**src/rtl/router_pkg.sv**
```systemverilog
// Shared definitions for the 1x3 packet router: default sizes, header field
// layout and output-port address encodings.
package router_pkg;

    localparam int DFLT_DATA_W = 8;
    localparam int DFLT_DEPTH  = 16;
    localparam int DFLT_ADDR_W = 4;

    // Header byte layout: [7:2] payload length, [1:0] destination port
    localparam int HDR_ADDR_LSB = 0;
    localparam int HDR_ADDR_MSB = 1;
    localparam int HDR_LEN_LSB  = 2;
    localparam int HDR_LEN_MSB  = 7;

    typedef enum logic [1:0] {
        PORT_0   = 2'b00,
        PORT_1   = 2'b01,
        PORT_2   = 2'b10,
        PORT_INV = 2'b11
    } port_addr_e;

endpackage

```
**src/rtl/router_fifo.sv**
```systemverilog
// Output-port FIFO of the 1x3 router with header tagging and read-side packet
// tracking. Define ROUTER_FIFO_OCC_EN to add the occupancy output.
module router_fifo
    import router_pkg::*;
#(
    parameter int DATA_W = DFLT_DATA_W,
    parameter int DEPTH  = DFLT_DEPTH,
    parameter int ADDR_W = DFLT_ADDR_W
) (
    input  logic              clk,
    input  logic              rst,
    input  logic              soft_reset,
    input  logic              wr_en,
    input  logic              rd_en,
    input  logic              lfd_state,
    input  logic [DATA_W-1:0] din,
    output logic [DATA_W-1:0] dout,
    output logic              full,
    output logic              empty,
    output logic              pkt_active
`ifdef ROUTER_FIFO_OCC_EN
    ,
    output logic [ADDR_W:0]   occupancy
`endif
);

    localparam logic [ADDR_W:0] PTR_ONE = 1;

    logic [DATA_W-1:0] mem [DEPTH];
    logic [DEPTH-1:0]  hdr_tag;
    logic [ADDR_W:0]   wr_ptr;
    logic [ADDR_W:0]   rd_ptr;
    logic [6:0]        pkt_count;
    logic              flush;
    logic              wr_ok;
    logic              rd_ok;
    logic [DATA_W-1:0] rd_data;
    logic              rd_hdr;

    // Header carries payload length; the parity byte adds one more
    function automatic logic [6:0] hdr_count(input logic [DATA_W-1:0] hdr);
        return 7'(hdr[HDR_LEN_MSB:HDR_LEN_LSB]) + 7'd1;
    endfunction

    function automatic logic [6:0] sat_dec(input logic [6:0] cnt);
        return (cnt == 7'd0) ? 7'd0 : cnt - 7'd1;
    endfunction

    assign empty      = (wr_ptr == rd_ptr);
    assign full       = (wr_ptr[ADDR_W] != rd_ptr[ADDR_W]) &&
                        (wr_ptr[ADDR_W-1:0] == rd_ptr[ADDR_W-1:0]);
    assign pkt_active = (pkt_count != 7'd0);

    assign flush   = rst || soft_reset;
    assign wr_ok   = wr_en && !full && !flush;
    assign rd_ok   = rd_en && !empty;
    assign rd_data = mem[rd_ptr[ADDR_W-1:0]];
    assign rd_hdr  = hdr_tag[rd_ptr[ADDR_W-1:0]];

    // Data array is never reset; pointers make stale entries unreachable
    always_ff @(posedge clk) begin
        if (wr_ok) begin
            mem[wr_ptr[ADDR_W-1:0]] <= din;
        end
    end

    always_ff @(posedge clk) begin
        if (flush) begin
            wr_ptr    <= '0;
            rd_ptr    <= '0;
            pkt_count <= '0;
            dout      <= '0;
            hdr_tag   <= '0;
        end else begin
            if (wr_ok) begin
                hdr_tag[wr_ptr[ADDR_W-1:0]] <= lfd_state;
                wr_ptr                      <= wr_ptr + PTR_ONE;
            end
            if (rd_ok) begin
                dout      <= rd_data;
                rd_ptr    <= rd_ptr + PTR_ONE;
                pkt_count <= rd_hdr ? hdr_count(rd_data) : sat_dec(pkt_count);
            end
        end
    end

`ifdef ROUTER_FIFO_OCC_EN
    assign occupancy = wr_ptr - rd_ptr;
`endif

endmodule

```
**config.mk**
```make
export PLATFORM = sky130hd
export DESIGN_NAME = router_fifo
export DESIGN_NICKNAME = d
export VERILOG_FILES = /design/src/rtl/router_pkg.sv /design/src/rtl/router_fifo.sv
export SDC_FILE = /design/constraint.sdc
export NUM_CORES = 1
export LEC_CHECK = 0
export ABC_AREA = 1
export ABC_CLOCK_PERIOD_IN_PS = 4800
export BUFFER_PORTS_ARGS = -buffer_cell sky130_fd_sc_hd__buf_2
export CAP_MARGIN = 40
export CORE_ASPECT_RATIO = 0.75
export CORE_MARGIN = 2
export CORE_UTILIZATION = 38
export DETAILED_ROUTE_END_ITERATION = 8
export SLEW_MARGIN = 20
export SYNTH_ARGS = -nofsm -noshare
export SYNTH_HDL_FRONTEND = slang
export SYNTH_SLANG_ARGS = --single-unit
```
**constraint.sdc**
```tcl
create_clock -name clk -period 4.8 [get_ports clk]
set_clock_uncertainty 0.05 [all_clocks]
set_input_delay 0 -clock clk [delete_from_list [all_inputs] [get_ports clk]]
set_output_delay 0 -clock clk [all_outputs]
set_load 0.01 [all_outputs]
```
Yosys cells after proc, flatten, opt, wreduce, memory -nomap -nowiden
Memory sizes are Yosys's and may differ from the RTL's. A register that Yosys moved wholly into a read port is not among the register bits.
Index checks and enable logic that the tools add are counted.
Word-level totals
  logic and storage cells: 38
  RAM bits: 128
  bits in registers: 41
  output and inout port bits: 11
  memories: 1
Cells by class
  order comparisons: 3
  $add $sub $neg: 4
  reductions and logical operators: 11
  multiplexer cells: 11
  equal/unequal tests: 3
Memories
  mem: words 16, bits a word 8, rd ports 1, clocked after Yosys merged registers in 1, write ports 1, line router_fifo.sv:29  | logic [DATA_W-1:0] mem [DEPTH];
Operator list (number)
  $bwmux 16: 1
  $mux 7: 2
  $add 5x1->5 const B: 2
  $lt 4x5->1 const B: 2
  $mux 4: 2
  $add 6x1->7 const B: 1
  $logic_not 7->1: 1
  $reduce_bool 7->1: 1
  $sub 7x1->7 const B: 1
  $eq 5x5->1: 1
  $logic_and 1x1->1: 5
  $bmux 1 s4: 1
  $demux 1 s4: 1
  $eq 4x4->1: 1
  $ge 4x1->1 const B: 1
  $mux 1: 4
  $logic_not 1->1: 3
  $logic_or 1x1->1: 1
  $ne 1x1->1: 1

Depth between registers and ports, before layout
Gate-level depths: netlist of run 1.
  depth in word-level cells: 7
  depth in mapped cells: 15
  depth with buffers taken out: 14

Worst setup path after synthesis of run 1
Ideal clock, no wire load.
  kind: register to register
  start point: register rd_ptr[1]
  end point: memory mem[13][0] in the netlist's numbering (enable)
  slack: 3.019 ns
  arrival: 1.383 ns
  clock period less this slack: 1.781 ns
  cell stages (with the launch flop): 8
  cells stage by stage: dfxtp_1 xor2_1 nor2_2 nand3_2 nand2_4 nor2_8 nand2_4 nor2_2
Between the ends
  cells in the longest elaborated chain, start to end: 7
RTL lines
  start: declaration: line router_fifo.sv:32  | logic [ADDR_W:0] rd_ptr;
  start signal: assignment: line router_fifo.sv:81  | rd_ptr <= rd_ptr + PTR_ONE;
  $eq 4x4->1: line router_fifo.sv:51  | (wr_ptr[ADDR_W-1:0] == rd_ptr[ADDR_W-1:0]);
  $logic_and 1x1->1: line router_fifo.sv:50  | assign full = (wr_ptr[ADDR_W] != rd_ptr[ADDR_W]) &&
  $logic_not 1->1: line router_fifo.sv:55  | assign wr_ok = wr_en && !full && !flush;
  $logic_and 1x1->1 (2 in a row): line router_fifo.sv:55
  $mux 1: line router_fifo.sv:62  | if (wr_ok) begin
  $mux 1 (not written as such): line router_fifo.sv:63  | mem[wr_ptr[ADDR_W-1:0]] <= din;
  end: declaration: line router_fifo.sv:29
No other way between the ends.

==> results.cfg, run 1 <==
[synth]
synth_area_um2 = 7531
yosys.area.top_type = edfxtp_1
yosysMostFrequentCell = nand2_1
async_flop_share_pct = 0
ys_ff_latch = 173
synth_top_area_share_pct = 51.04
synth_cells = 726
yosysWarnings = 0
synth_common_cells = nand2_1, edfxtp_1, inv_1
ys_seq_area_share_pct = 63.00
synth_edf_count = 128
syn_area_per_cell_um2 = 10.37
synth_cell_type_count = 39
synth_ff_type = edfxtp_1
syn_nets = 747
synth_area_leaders = edfxtp_1, dfxtp_1, nand2_1

[power_and_ir_drop]
power.total_w = 0.003148
powerDensity_nw_per_um2 = 369.9
total_leakage_power_nw = 3.291
ir_drop_mv = 0.2293

[die]
die_x_um = 166.6
fp-row-count = 44
die_h_um = 125.9
core_area_um2 = 19380
die-area_um2 = 20970
ios = 25
initial_core_util_pct = 38.86

[clocking]
cts_resized = 0
path_clk_slew_ns = 0.06
cts_tree = done
clk_path_buf_depth = 2
clockRootBuffer = clkbuf_16
worstSkewPairLatency_ns = 0.44
ctsHtreeMaxLevel = 4
clock-sinks = 173
cts_made_buffers = 17

[cells_and_area]
antenna_cells = 0
area_growth_pct = 13.01
regArea_um2 = 4746
multi_input_area_um2 = 2307
drive_above_1_share_pct = 12.42
num-nets-final = 773
nFillCells = 1873

[sta]
tightestPinTransition_ns = 0.7466
fmax_mhz = 406.9
hold_viol = 0
final_max_slew_viol_count = 0
setup_violations = 0
maxSlewHeadroom_pct = 50.23
fin_crit_ns = 2.458
tns_ns = 0
finalCritPeriodShare_pct = 51.20
rsz0062_at_grt = false

[routing]
vias_per_cell = 5.052
drcViolationCount = 0
wl_per_cell_um = 17.36
totalWireLength_um = 17680
ant_nets = 0
dr_total_vias = 5143
dr.pass1.iters = 5
drt_iter0_markers = 481

[setup_path]
r2r_end = pkt_count[4]
worstSetupPathType = flip-flop to flip-flop
r2r_slack_ns = 2.34
arrival_ns = 2.74
path_max_fanout = 34
crit_path_start_kind = flip-flop
worstPathRequired_ns = 5.08
cp-end-kind = flip-flop
reg2reg_depth = 12

[place]
gp_congestion = 0.8051
dp_hpwl_um = 10810
portBuffers = 24

[min_path]
min_path_type = input pin to flip-flop
hp-start = rst
whs_path_depth = 5
hold_end = pkt_count[0]

[global_route]
grt_pass1_wl_um = 27880
overflow = 0
grt_antenna_before_repair = 0
grt_pass1_vias = 4941
gr-usage-all-layers_pct = 17.58
grt_max_degree = 71

[status]
status = completed

[job]
drv_cap = 0
[power breakdown]
part	switching [W]	internal [W]	leakage, nW
combinational	0.000119	0.0000552	1.48
sequential	0.00000731	0.00161	1.52
clock	0.000558	0.000796	0.296
[metal layers]
metal  wire, um  GRT usage (%)  vias up
li1           -              -     2527
met1       8674          25.26     2444
met2       7729          26.37      145
met3        931          3.520       27
met4        340          6.744        0
met5          0              0        -
[stage by stage]
step / setup WS, ns / hold slack [ns] / utilization (%) / instance area, um^2 / std cells
6_report: 2.342 / 0.05410 / 43.92 / 8511 / 1018
5_1_grt: 2.082 / 0.08930 / 43.92 / 8511 / 1018
4_1_cts: 2.331 / 0.04471 / 43.92 / 8511 / 1018
3_5_place_dp: 2.342 / 0.2619 / 40.33 / 7816 / 975
3_3_place_gp: 2.374 / 0.2643 / 40.33 / 7816 / 975
2_1_floorplan: 3.019 / 0.04887 / - / 7531 / 726
[flip-flops by register name, indices dropped and copies added, names as in the netlist, named ones only]
signal,count
dout,8
hdr_tag,16
mem,128
pkt_count,7
rd_ptr,5
wr_ptr,5
[layout make-up]
type	count	area share (%)
timing repair buffer	40	3.146
tap	253	3.720
sequential	173	55.76
inverter	77	3.396
clock inverter	3	0.2352
multi-input combinational	443	27.11
clock buffer	29	6.630
[worst max path at each step]
stage	startpoint	endpoint	cells past startpoint
final	flip-flop	pkt_count[4]	12
after CTS	flip-flop	pkt_count[4]	12
after global routing	flip-flop	pkt_count[4]	12
after global placement	flip-flop	pkt_count[4]	12
after floorplan	rd_ptr[1]	mem[13][0]	7
after detailed placement	flip-flop	pkt_count[4]	12
[what timing repair did]
| item | CTS | global route |
|---|---|---|
| buffers inserted | 0 | 0 |
| hold buffers | 11 | 0 |
| endpoints found under the hold margin | 140 | 0 |
[kinds of logic (layout without fill, tap and decap cells)]
| kind of cell | Yosys count | after routing | synth area share (%) |
|---|---|---|---|
| buffers and inverters | 110 | 149 | 6.396 |
| XOR/XNOR | 10 | 10 | 1.163 |
| flip-flops | 173 | 173 | 63.00 |
| adder cells (fa/ha/maj) | 7 | 7 | 1.163 |
| AND/OR/NAND/NOR | 289 | 289 | 17.99 |
| AO/OA/AOI/OAI | 137 | 137 | 10.28 |
[cells in the final DEF, fill, tap and decap left out, drive strengths merged, types with 2 or more instances in the layout]
cell type	instances
a31oi	6
edfxtp	128
clkbuf	29
o211ai	15
nand3	64
dlygate4sd3	11
dfxtp	45
nand2	143
buf	29
ha	7
o22ai	2
o21ai	69
a21oi	35
inv	79
xor2	9
nor2	75
nor3	5
o221ai	6
[critical path, cell delays in order, from the launching register on]
cell	delay, ns
dfxtp_1	0.31
buf_4	0.34
inv_2	0.36
nor2_1	0.16
o21ai_0	0.08
nand3_1	0.09
nand3_1	0.09
nand2_1	0.15
ha_1	0.21
nand3_1	0.10
nor2_1	0.14
nor2_1	0.06
o21a_1	0.16
No activity file was read; power rests on OpenSTA's default activity.
==> run 2, diff against run 1 <==
--- a/config.mk
+++ b/config.mk
@@ -6,7 +6,7 @@
 export NUM_CORES = 1
 export LEC_CHECK = 0
 export ABC_AREA = 1
-export ABC_CLOCK_PERIOD_IN_PS = 4800
+export ABC_CLOCK_PERIOD_IN_PS = 2400
 export BUFFER_PORTS_ARGS = -buffer_cell sky130_fd_sc_hd__buf_2
 export CAP_MARGIN = 40
 export CORE_ASPECT_RATIO = 0.75
==> constraint.sdc (replaced) <==
create_clock -name clk -period 2.4 [get_ports clk]
set_clock_uncertainty 0.05 [all_clocks]
set_input_delay 0 -clock clk [delete_from_list [all_inputs] [get_ports clk]]
set_output_delay 0 -clock clk [all_outputs]
set_load 0.01 [all_outputs]
==> results.cfg, run 2 (same netlist as run 1, synthesis figures left out) <==
[place]
gp_congestion = 0.7802
place_area_um2 = 8034
place_ws_ns = 0.2623
dp_hpwl_um = 11960
portBuffers = 24

[die]
die_h_um = 125.9
ios = 25
initial_core_util_pct = 38.86
fp-row-count = 44
die-area_um2 = 20970
die_x_um = 166.6
core_area_um2 = 19380

[cells_and_area]
antenna_cells = 0
stdcell_area_um2 = 8777
area_growth_pct = 16.55
layout_commonest_cell = nand2_1
largest_register_ffs = 128
fin_util_pct = 45.29
final_cell_mix = nand2_1, edfxtp_1, inv_1
num-nets-final = 797
drive_above_1_share_pct = 15.21

[sta]
finalCritPeriodShare_pct = 90.22
setup_ws_ns = 0.2348
fmax_mhz = 461.9
whs_ns = 0.05483
hold_viol = 0
final_max_slew_viol_count = 0
maxSlewHeadroom_pct = 65.34
tns_ns = 0
tightestPinTransition_ns = 0.5193
fin_crit_ns = 2.165
rsz0062_at_grt = false
setup_violations = 0

[clocking]
ctsHoldBuffers = 11
cts_setup_buffers = 0
cts_tree = done
path_clk_slew_ns = 0.07
ctsHtreeMaxLevel = 4
clk_path_buf_depth = 2
worstSkewPairLatency_ns = 0.43
clockRootBuffer = clkbuf_16
clock-sinks = 173
cts_resized = 0
cts_made_buffers = 17

[routing]
drcViolationCount = 0
totalWireLength_um = 17930
dr_total_vias = 5225
wl_per_cell_um = 17.21
dr.pass1.iters = 5
drt_iter0_markers = 387
vias_per_cell = 5.014
ant_nets = 0

[power_and_ir_drop]
total_leakage_power_nw = 3.431
p_sw_share_pct = 22.28
powerDensity_nw_per_um2 = 748.7
power_switching_w = 0.001464
pwr-share-clk_pct = 45.2
p_int_w = 0.005107
seqPwrFrac_pct = 49.3
combPwrFrac_pct = 5.6
ir_drop_mv = 0.3799

[job]
drv_cap = 0

[setup_path]
arrival_ns = 2.19
reg2reg_depth = 7
worstSetupPathType = flip-flop to flip-flop
cp-end-kind = flip-flop
path_max_fanout = 8
crit_path_start_kind = flip-flop
worstPathRequired_ns = 2.42

[global_route]
grt_pass1_wl_um = 28460
grt_pass1_vias = 4923
overflow = 0
grt_antenna_before_repair = 0
gr-usage-all-layers_pct = 17.85
grt_max_degree = 59

[min_path]
min_path_type = input pin to flip-flop
whs_path_depth = 5

[status]
status = completed
[run 2: cell count changes in the layout (fill, tap and decap cells not counted), sizes merged]
cell,delta
clkbuf,-12
buf,+24
bufinv,+4
inv,+4
clkinvlp,+2
clkinv,+2
[run 2: final cells by class]
| class | count | area [um^2] |
|---|---|---|
| multi-input cells | 443 | 2307 |
| fillers | 1792 | 10600 |
| repair buffers | 64 | 485.5 |
| clock buffers | 17 | 425.4 |
| well taps | 253 | 316.6 |
| clock inverters | 15 | 207.7 |
| flip-flops and latches | 173 | 4746 |
| inverters | 77 | 289.0 |
[run 2: worst paths after layout]
kind / start / end / slack (ns)
setup / recovery: rd_ptr[1] / mem[11][4] / 0.23
setup reg to reg: rd_ptr[1] / mem[11][4] / 0.23
hold reg to reg: hdr_tag[3] / hdr_tag[3] / 0.41
hold / removal: rst / pkt_count[0] / 0.05
[run 2: power by group through the flow]
stage	Combinational (W)	Clock (W)	Sequential, W
floorplan	0.000232	0	0.00330
global placement	0.000352	0	0.00330
detailed placement	0.000350	0	0.00330
CTS	0.000366	0.00301	0.00324
global route	0.000413	0.00313	0.00324
finish	0.000366	0.00297	0.00324
[run 2: per-stage QoR]
step           instances  total power [W]
2_1_floorplan        726         0.003534
3_3_place_gp         999         0.003655
3_5_place_dp         999         0.003654
4_1_cts             1042         0.006612
5_1_grt             1042         0.006779
6_report            1042         0.006571
[run 2: worst max-delay path: stages, from the launching register on]
cell and delay (ns):
dfxtp_1 0.49, xor2_1 0.21, nor2_2 0.07, nand3_2 0.11, nand2_4 0.09, nor2_8 0.19
nand3_1 0.17, inv_1 0.41
[run 2: layer usage]
| metal | global-route usage, % | routed length [um] |
|---|---|---|
| met4 | 5.477 | 252 |
| met3 | 3.363 | 1055 |
| met5 | 0 | 0 |
| met2 | 26.40 | 7723 |
| met1 | 26.67 | 8900 |
